===== src/rtl/urna_pkg.sv =====
`default_nettype none
// +--------------------------------------------------------------------------+
// | urna_pkg: state encoding, digit width and candidate codes for Urna TX     |
// | Rev 1.0                                                                   |
// +--------------------------------------------------------------------------+
package urna_pkg;

  localparam int URNA_DIGIT_W = 4;

  localparam logic [2:0] ST_IDLE   = 3'd0;
  localparam logic [2:0] ST_NEXT   = 3'd1;
  localparam logic [2:0] ST_SETUP  = 3'd2;
  localparam logic [2:0] ST_STROBE = 3'd3;
  localparam logic [2:0] ST_GAP    = 3'd4;
  localparam logic [2:0] ST_CHECK  = 3'd5;
  localparam logic [2:0] ST_FINISH = 3'd6;
  localparam logic [2:0] ST_CLOSED = 3'd7;

  typedef enum logic [2:0] {
    S_IDLE   = ST_IDLE,
    S_NEXT   = ST_NEXT,
    S_SETUP  = ST_SETUP,
    S_STROBE = ST_STROBE,
    S_GAP    = ST_GAP,
    S_CHECK  = ST_CHECK,
    S_FINISH = ST_FINISH,
    S_CLOSED = ST_CLOSED
  } state_t;

  localparam logic [15:0] CAND_0 = 16'h3494;
  localparam logic [15:0] CAND_1 = 16'h3485;
  localparam logic [15:0] CAND_2 = 16'h3472;
  localparam logic [15:0] CAND_3 = 16'h3504;

  function automatic logic is_candidate(input logic [15:0] ballot);
    return (ballot == CAND_0) || (ballot == CAND_1) ||
           (ballot == CAND_2) || (ballot == CAND_3);
  endfunction

  function automatic int unsigned max3(input int unsigned a, input int unsigned b,
                                       input int unsigned c);
    int unsigned m;
    m = (a > b) ? a : b;
    return (m > c) ? m : c;
  endfunction

  // Bits needed to hold 0..n-1, never less than one.
  function automatic int unsigned width_for(input int unsigned n);
    return (n > 1) ? $clog2(n) : 1;
  endfunction

endpackage
`default_nettype wire


===== src/rtl/urna_pulse_timer.sv =====
`default_nettype none
// +--------------------------------------------------------------------------+
// | urna_pulse_timer: loadable down-counter with zero flag, stops at zero     |
// | Rev 1.0                                                                   |
// +--------------------------------------------------------------------------+
module urna_pulse_timer #(
  parameter int WIDTH = 2
) (
  input  logic             clk,
  input  logic             rst_n,
  input  logic             i_load,
  input  logic [WIDTH-1:0] i_load_val,
  output logic             o_zero
);

  logic [WIDTH-1:0] r_cnt;

  always_ff @(posedge clk or negedge rst_n) begin
    if (!rst_n) begin
      r_cnt <= '0;
    end else if (i_load) begin
      r_cnt <= i_load_val;
    end else if (r_cnt != '0) begin
      r_cnt <= r_cnt - WIDTH'(1);
    end
  end

  assign o_zero = (r_cnt == '0);

endmodule
`default_nettype wire


===== src/rtl/urna_ballot_sender.sv =====
`default_nettype none
// +--------------------------------------------------------------------------+
// | urna_ballot_sender: frames a BCD ballot into Next/Digit/Valid for Urna    |
// | Rev 1.0                                                                   |
// +--------------------------------------------------------------------------+
module urna_ballot_sender
  import urna_pkg::*;
#(
  parameter int DIGITS       = 4,
  parameter int SETUP_CYCLES = 1,
  parameter int VALID_CYCLES = 1,
  parameter int GAP_CYCLES   = 2
) (
  input  logic                           Clock,
  input  logic                           Reset_n,
  input  logic [URNA_DIGIT_W*DIGITS-1:0] BallotData,
  input  logic                           BallotValid,
  output logic                           BallotReady,
  input  logic                           CloseReq,
  output logic [URNA_DIGIT_W-1:0]        Digit,
  output logic                           Valid,
  output logic                           Next,
  output logic                           Finish,
  input  logic                           StatusValido,
  input  logic                           StatusNulo,
  output logic                           ResultStrobe,
  output logic                           ResultNulo,
  output logic                           Busy,
  output logic                           Closed
);

  localparam int BALLOT_W = URNA_DIGIT_W * DIGITS;
  localparam int CNT_W    = width_for(max3(SETUP_CYCLES, VALID_CYCLES, GAP_CYCLES));
  localparam int IDX_W    = width_for(DIGITS);

  localparam logic [CNT_W-1:0] C_SETUP_LD = CNT_W'(SETUP_CYCLES - 1);
  localparam logic [CNT_W-1:0] C_VALID_LD = CNT_W'(VALID_CYCLES - 1);
  localparam logic [CNT_W-1:0] C_GAP_LD   = CNT_W'(GAP_CYCLES - 1);
  localparam logic [IDX_W-1:0] C_LAST_IDX = IDX_W'(DIGITS - 1);

  state_t r_state, w_state_nxt;

  logic [BALLOT_W-1:0]     r_sr;
  logic [IDX_W-1:0]        r_idx;
  logic                    r_pend;
  logic [URNA_DIGIT_W-1:0] r_digit, w_digit;
  logic r_ready, r_valid, r_next, r_finish, r_strobe, r_nulo, r_busy, r_closed;
  logic w_ready, w_valid, w_next, w_finish, w_strobe, w_busy, w_closed;
  logic w_capture, w_shift, w_idx_clr, w_idx_inc, w_pend_set, w_pend_clr, w_nulo_cap;
  logic             w_tmr_load, w_tmr_zero;
  logic [CNT_W-1:0] w_tmr_val;
  logic [URNA_DIGIT_W-1:0] w_head;

  assign w_head = r_sr[BALLOT_W-1 -: URNA_DIGIT_W];

  urna_pulse_timer #(
    .WIDTH(CNT_W)
  ) u_timer (
    .clk        (Clock),
    .rst_n      (Reset_n),
    .i_load     (w_tmr_load),
    .i_load_val (w_tmr_val),
    .o_zero     (w_tmr_zero)
  );

  // A close request during a ballot is remembered, never allowed to cut it short.
  assign w_pend_set = CloseReq && (r_state inside {S_NEXT, S_SETUP, S_STROBE, S_GAP, S_CHECK});

  always_comb begin
    w_state_nxt = r_state;
    w_ready     = r_ready;
    w_busy      = r_busy;
    w_closed    = r_closed;
    w_digit     = r_digit;
    w_valid     = 1'b0;
    w_next      = 1'b0;
    w_finish    = 1'b0;
    w_strobe    = 1'b0;
    w_capture   = 1'b0;
    w_shift     = 1'b0;
    w_idx_clr   = 1'b0;
    w_idx_inc   = 1'b0;
    w_pend_clr  = 1'b0;
    w_nulo_cap  = 1'b0;
    w_tmr_load  = 1'b0;
    w_tmr_val   = '0;
    case (r_state)
      S_IDLE: begin
        if (r_pend || CloseReq) begin
          w_state_nxt = S_FINISH;
          w_finish    = 1'b1;
          w_ready     = 1'b0;
          w_busy      = 1'b1;
          w_pend_clr  = 1'b1;
        end else if (BallotValid && r_ready) begin
          w_state_nxt = S_NEXT;
          w_next      = 1'b1;
          w_ready     = 1'b0;
          w_busy      = 1'b1;
          w_capture   = 1'b1;
        end
      end
      S_NEXT: begin
        w_state_nxt = S_SETUP;
        w_digit     = w_head;
        w_shift     = 1'b1;
        w_idx_clr   = 1'b1;
        w_tmr_load  = 1'b1;
        w_tmr_val   = C_SETUP_LD;
      end
      S_SETUP: begin
        if (w_tmr_zero) begin
          w_state_nxt = S_STROBE;
          w_valid     = 1'b1;
          w_tmr_load  = 1'b1;
          w_tmr_val   = C_VALID_LD;
        end
      end
      S_STROBE: begin
        if (w_tmr_zero) begin
          w_state_nxt = S_GAP;
          w_tmr_load  = 1'b1;
          w_tmr_val   = C_GAP_LD;
        end else begin
          w_valid = 1'b1;
        end
      end
      S_GAP: begin
        if (w_tmr_zero) begin
          if (r_idx == C_LAST_IDX) begin
            w_state_nxt = S_CHECK;
            w_strobe    = 1'b1;
            w_digit     = '0;
            w_nulo_cap  = 1'b1;
          end else begin
            w_state_nxt = S_SETUP;
            w_digit     = w_head;
            w_shift     = 1'b1;
            w_idx_inc   = 1'b1;
            w_tmr_load  = 1'b1;
            w_tmr_val   = C_SETUP_LD;
          end
        end
      end
      S_CHECK: begin
        w_state_nxt = S_IDLE;
        w_busy      = 1'b0;
        w_ready     = !(r_pend || CloseReq);
      end
      S_FINISH: begin
        w_state_nxt = S_CLOSED;
        w_busy      = 1'b0;
        w_closed    = 1'b1;
        w_ready     = 1'b0;
      end
      S_CLOSED: begin
        w_state_nxt = S_CLOSED;
      end
      default: begin
        w_state_nxt = S_IDLE;
      end
    endcase
  end

  always_ff @(posedge Clock or negedge Reset_n) begin
    if (!Reset_n) begin
      r_state <= S_IDLE;
    end else begin
      r_state <= w_state_nxt;
    end
  end

  always_ff @(posedge Clock or negedge Reset_n) begin
    if (!Reset_n) begin
      r_sr     <= '0;
      r_idx    <= '0;
      r_pend   <= 1'b0;
      r_digit  <= '0;
      r_ready  <= 1'b1;
      r_valid  <= 1'b0;
      r_next   <= 1'b0;
      r_finish <= 1'b0;
      r_strobe <= 1'b0;
      r_nulo   <= 1'b0;
      r_busy   <= 1'b0;
      r_closed <= 1'b0;
    end else begin
      r_digit  <= w_digit;
      r_ready  <= w_ready;
      r_valid  <= w_valid;
      r_next   <= w_next;
      r_finish <= w_finish;
      r_strobe <= w_strobe;
      r_busy   <= w_busy;
      r_closed <= w_closed;
      if (w_capture) begin
        r_sr <= BallotData;
      end else if (w_shift) begin
        r_sr <= r_sr << URNA_DIGIT_W;
      end
      if (w_idx_clr) begin
        r_idx <= '0;
      end else if (w_idx_inc) begin
        r_idx <= r_idx + IDX_W'(1);
      end
      if (w_pend_clr) begin
        r_pend <= 1'b0;
      end else if (w_pend_set) begin
        r_pend <= 1'b1;
      end
      // A ballot Urna counted for a candidate is never reported as null.
      if (w_nulo_cap) begin
        r_nulo <= StatusNulo & ~StatusValido;
      end
    end
  end

  assign BallotReady  = r_ready;
  assign Digit        = r_digit;
  assign Valid        = r_valid;
  assign Next         = r_next;
  assign Finish       = r_finish;
  assign ResultStrobe = r_strobe;
  assign ResultNulo   = r_nulo;
  assign Busy         = r_busy;
  assign Closed       = r_closed;

endmodule
`default_nettype wire

===== config.mk =====
export PLATFORM = sky130hd
export DESIGN_NAME = urna_ballot_sender
export DESIGN_NICKNAME = d
export VERILOG_FILES = /design/src/rtl/urna_pkg.sv /design/src/rtl/urna_pulse_timer.sv /design/src/rtl/urna_ballot_sender.sv
export SDC_FILE = /design/constraint.sdc
export NUM_CORES = 1
export LEC_CHECK = 0
export ABC_AREA = 1
export CAP_MARGIN = 20
export CELL_PAD_IN_SITES_DETAIL_PLACEMENT = 1
export CELL_PAD_IN_SITES_GLOBAL_PLACEMENT = 1
export CORE_MARGIN = 3
export CORE_UTILIZATION = 37
export CTS_CLUSTER_DIAMETER = 60
export DETAILED_ROUTE_END_ITERATION = 8
export GPL_TIMING_DRIVEN = 0
export PLACE_DENSITY_LB_ADDON = 0.1
export SETUP_SLACK_MARGIN = 0.4
export SYNTH_ARGS = -nofsm -noshare
export SYNTH_HDL_FRONTEND = slang
export SYNTH_HIERARCHICAL = 1
export SYNTH_SLANG_ARGS = --single-unit

===== constraint.sdc =====
create_clock -name Clock -period 1.9 [get_ports Clock]
set_input_delay 0.285 -clock Clock [delete_from_list [all_inputs] [get_ports Clock]]
set_output_delay 0.285 -clock Clock [all_outputs]
set_load 0.01 [all_outputs]

* Word-level counts from Yosys, hierarchy flattened
Cells that the tools add are included.
** Word-level totals
- Register bits :: 35
- Output and inout bits :: 12
** Operators by class
- $add $sub $neg :: 2
- Eq/ne operators :: 12
- Multiplexer cells :: 42
- Bitwise gates (word level) :: 2
- Reductions and logical operators :: 19
** Operators by type and width (number)
- two-way mux 16 bit :: 2
- two-way mux 1 bit :: 23
- one-hot mux 3 bit (7 select lines) :: 1
- two-way mux 3 bit :: 6
- equality test 3 bit, second input constant :: 4
- nonzero test 2 bit :: 5
- two-way mux 4 bit :: 2
- one-hot mux 4 bit (2 select lines) :: 1
- equality test 3 x 2 -> 1 bit, second input constant :: 2
- inequality test 2 bit, second input constant :: 3
- one-hot mux 1 bit (2 select lines) :: 3
- one-hot mux 1 bit (3 select lines) :: 2
- AND reduction 2 bit :: 3
- OR reduction 2 bit :: 3
- nonzero test 5 bit :: 1
- two-way mux 2 bit :: 2
- AND reduction 4 bit :: 1
- equality test 3 x 1 -> 1 bit, second input constant :: 1
- logical NOT 3 bit :: 1
- inequality test 3 bit, second input constant :: 1
- nonzero test 3 bit :: 1
- adder 2 x 1 -> 2 bit, second input constant :: 1
- equality test 2 bit, second input constant :: 1
- logical AND 1 bit :: 2
- 5 further kinds :: 5

* Logic depth before layout (Yosys ltp)
- Word-level depth :: 6
- Mapped depth :: 10

* Cells and area by module
The synthesis kept the hierarchy.
** Modules (own cells, without submodules)
- urna_ballot_sender :: times used 1, cells each 216, area an instance 1719.1 µm², sequential area each 852.1 µm²
- urna_pulse_timer :: times used 1, cells each 4, area an instance 36.3 µm², sequential area each 25.0 µm²

* Worst setup path after synthesis
Ideal clock, no wire load.
- Path type :: register -> register
- Start point :: register r_ready (netlist: BallotReady)
- End point :: register r_sr[10]
- Library setup time :: 0.116 ns
- Data arrival time :: 1.225 ns
- Required time :: 1.784 ns
- Path slack :: 0.558 ns
- Cell stages (with the launch flop) :: 9
- Buffers on the path :: 1
- Period minus slack after synthesis :: 1.342 ns
- Cell sequence :: dfstp_2 > nand2_1 > nor2_2 > nand2_4 > buf_6 > nand2_1 > nand2_1 > nand2_1 > nand2_1
** Between the ends
- Longest elaborated chain between the ends :: 5
- Elaborated cells on any way between the ends :: 6
** Ends and longest elaborated chain
- from (decl) :: line urna_ballot_sender.sv:47 : logic r_ready, r_valid, r_next, r_finish, r_strobe, r_nulo, r_busy, r_closed;
- from (signal assigned) :: line urna_ballot_sender.sv:189 : r_ready <= w_ready;
- logical AND 1 bit * :: line urna_ballot_sender.sv:95 : end else if (BallotValid && r_ready) begin
- two-way mux 1 bit * :: line urna_ballot_sender.sv:95
- two-way mux 1 bit * :: line urna_ballot_sender.sv:89 : if (r_pend || CloseReq) begin
- two-way mux 1 bit * :: line urna_ballot_sender.sv:87 : case (r_state)
- two-way mux 16 bit or nonzero test 2 bit (tied branches)
- to (signal assigned) :: line urna_ballot_sender.sv:197 : r_sr <= BallotData;
- to (signal assigned) :: line urna_ballot_sender.sv:199 : r_sr <= r_sr << URNA_DIGIT_W;
- to (decl) :: line urna_ballot_sender.sv:43 : logic [BALLOT_W-1:0] r_sr;
Every way passes the cells marked *; elsewhere a longest branch is shown, timed or not.
A chain may end at the register's enable or synchronous reset.

* Worst setup path after layout
- Start point :: register r_state[1]
- End point :: register u_timer.r_cnt
** Between the ends
- Longest elaborated chain between the ends :: 4
- Elaborated cells on any way between the ends :: 8
** Ends and longest elaborated chain
- from (decl) :: line urna_ballot_sender.sv:41 : state_t r_state, w_state_nxt;
- from (signal assigned) :: line urna_ballot_sender.sv:169 : r_state <= w_state_nxt;
- equality test 3 x 2 -> 1 bit :: line urna_ballot_sender.sv:87
- OR reduction 2 bit (no source line)
- one-hot mux 1 bit (3 select lines) * :: line urna_ballot_sender.sv:87
- named net w_tmr_load :: line urna_ballot_sender.sv:50 : logic w_tmr_load, w_tmr_zero;
- two-way mux 1 bit * :: line urna_pulse_timer.sv:21 : end else if (i_load) begin
- to (signal assigned) :: line urna_pulse_timer.sv:22 : r_cnt <= i_load_val;
- to (signal assigned) :: line urna_pulse_timer.sv:24 : r_cnt <= r_cnt - WIDTH'(1);
- to (decl) :: line urna_pulse_timer.sv:16 : logic [WIDTH-1:0] r_cnt;
The timed path passes the listed nets; every way through them passes the cells marked *.

==> impl_metrics.json <==
{
  "power_uw": 1621,
  "synth_top_flop_cell": "dfrtp_1",
  "hold_class": "in -> async",
  "finalSetupViolCount": 0,
  "fin_skew_ps": 3.984,
  "worstPathArrival_ps": 1740,
  "drive_above_1_share_pct": 18.75,
  "clockRootBuffer": "clkbuf_8",
  "max_slew_margin_pct": 46.75,
  "avgRoutedWirePerCell_um": 14.05,
  "status": "finished clean",
  "reg2reg_depth": 9,
  "syn_inst": 220,
  "core_area_mm2": 0.004474,
  "worstMarginPinSlew_ps": 798.8,
  "die-area_mm2": 0.005607,
  "hpwl_um": 3025,
  "clk_pin_slew_ps": 80,
  "ys_types": 24,
  "cts.sinks": 35,
  "avgSynthCellArea_um2": 7.979,
  "place.gp.congestion": 0.8108,
  "syn_nets": 243,
  "p_leak_uw": 0.001363,
  "htreeDepth": 2,
  "r2r_slack_ps": 400,
  "cts_made_buffers": 5,
  "r2r-start": "r_state[1]$_DFFE_PN0P_",
  "cts_tree": "done",
  "die_h_um": 74.88,
  "hold_viol": 0,
  "io_pins": 34,
  "grt_pass1_wl_um": 7258,
  "antenna_found_initial": 0,
  "diodes": 0,
  "critPathKind": "reg -> reg",
  "grt_max_degree": 36,
  "ys_ff_latch": 35,
  "drt-total-wl_um": 4551,
  "rsz0062_at_grt": "yes",
  "end_kind": "flip-flop",
  "grt_util_all_layers_pct": 17.04,
  "synth_edf_count": 0,
  "drc": 0,
  "period_needed_ps": 1499,
  "slew_violations": 0,
  "fmax_mhz": 667.1,
  "clock_path_buffers": 2,
  "required_ps": 2140,
  "initial_core_util_pct": 39.23,
  "design_area_mm2": 0.002440,
  "viasPerCell": 4.985,
  "finalNetCount": 294,
  "start_kind": "flip-flop",
  "dieWidth_um": 74.88,
  "irDropWorstVdd_uv": 443.3,
  "drtIter0Drc": 70,
  "powerDensity_mw_per_mm2": 664.5,
  "yosysSeqAreaShare_pct": 49.96,
  "final_antenna_net_count": 0,
  "insertion_delay_ps": 290,
  "dpl_cell_area_mm2": 0.002146,
  "netlist_area_mm2": 0.001755,
  "syn2layout_area_growth_pct": 38.99,
  "vias": 1615,
  "async_flop_share_pct": 100.0,
  "rows": 24,
  "grt_pass1_vias": 1558,
  "critPathMaxFanout": 7,
  "fin_crit_sh_pct": 78.89,
  "worstReg2RegEnd": "u_timer/r_cnt$_DFF_PN0_",
  "yosysWarningCount": 6,
  "cap_violations": 0,
  "portBuffers": 33,
  "drt_pre_antenna_iters": 4,
  "overflow": 0
}
-- layout make-up --
type                    count  area (um2)
clock inverters             3       67.56
fillers                   550        2034
multi-input cells         162       785.8
flip-flops and latches     35       878.3
inverters                  16       65.06
clock buffers               5       68.82
well taps                  52       65.06
plain buffers               8       82.58
repair buffers             43       426.7
-- worst max-delay path, cell delays in order (launching register included) --
cell,delay (ps)
dfrtp_1,380
buf_6,140
nor2_4,190
nand2_2,120
nor2_4,160
nor2_4,80
buf_6,150
o21ai_0,100
nand2_1,80
inv_1,60
-- stage by stage --
step                setup WS (ps)  instances  TNS, ps  utilization (%)  hold slack [ps]
global route                338.4        324        0            54.53            142.6
global placement           -302.1        305   -10200            48.07            450.4
finish                      401.0        324        0            54.53            73.67
detailed placement          144.5        305        0            47.96            424.1
floorplan                   558.4        220        0                -           -10.59
CTS                         404.7        313        0            51.26            99.94
-- logic make-up (layout without fill, tap and decap cells) --
family / after synthesis / after routing / synth area share (%)
simple gates: 146 / 147 / 37.63
compound gates: 14 / 14 / 4.133
flops: 35 / 35 / 49.96
buf+inv: 24 / 75 / 7.555
fa+ha+maj: 1 / 1 / 0.7126
-- synth_stat cells, types with 2 or more instances --
master / count / area share (%)
nor2_2: 2 / 0.71
inv_1: 8 / 1.7
inv_2: 7 / 1.5
nand3b_1: 2 / 0.86
o21ai_0: 7 / 2.0
nand3_1: 34 / 9.7
nand4_1: 3 / 1.1
buf_4: 2 / 0.86
buf_2: 2 / 0.57
dfrtp_1: 34 / 48
nand2_1: 89 / 19
a21oi_1: 3 / 0.86
nor2_4: 2 / 1.3
nand2_4: 2 / 1.3
o21ai_1: 3 / 0.86
nor2_1: 9 / 1.9
buf_6: 4 / 2.6
-- how the worst max path moves through the flow --
stage / from / endpoint / depth (start not counted)
after floorplan: BallotReady$_DFFE_PN1P_ / r_sr[10]$_DFFE_PN0P_ / 8
after global placement: Reset_n / r_sr[9]$_DFFE_PN0P_ / 1
after detailed placement: CloseReq / r_sr[15]$_DFFE_PN0P_ / 10
after CTS: r_state[0]$_DFFE_PN0P_ / r_sr[8]$_DFFE_PN0P_ / 7
after global routing: r_state[1]$_DFFE_PN0P_ / u_timer/r_cnt$_DFF_PN0_ / 9
final: r_state[1]$_DFFE_PN0P_ / u_timer/r_cnt$_DFF_PN0_ / 9
-- power by group --
part | total, uW | internal (uW) | switching (uW)
Combinational | 61.9 | 37.7 | 24.2
Clock | 815 | 523 | 291
Sequential | 744 | 744 | 0.0000000992
Total | 1620 | 1310 | 316
-- per-layer routing --
metal | vias up | share of wire, % | global-route usage [%]
li1 | 808 | - | -
met1 | 777 | 44 | 22.36
met2 | 23 | 51 | 27.85
met3 | 7 | 2.7 | 2.804
met4 | 0 | 1.5 | 7.115
met5 | - | 0 | 0
-- state kept, by name, summed over array words and instances (netlist names), 2 cells and up --
register and cells:
r_state 3, r_sr 16, Digit 4, r_idx 2
-- what timing repair did --
item | 4_1_cts | 5_1_grt
hold buffers | 0 | 0
endpoints found under the setup margin | 5 | 16
setup buffers | 0 | 8
gates resized for setup | 5 | 16
pin swaps | 0 | 6
cloned | 0 | 3
-- cell usage in the layout (no fill, tap or decap), types with 3 or more instances in the layout --
master / n
a21oi_1: 3
buf_4: 11
buf_6: 4
clkbuf_8: 5
clkdlybuf4s50_1: 26
dfrtp_1: 33
dlymetal6s2s_1: 5
inv_1: 7
inv_2: 8
nand2_1: 85
nand2_2: 4
nand3_1: 34
nand4_1: 3
nor2_1: 9
nor2_4: 4
o21ai_0: 7
o21ai_1: 3
Power figures use the tool's default switching activity.
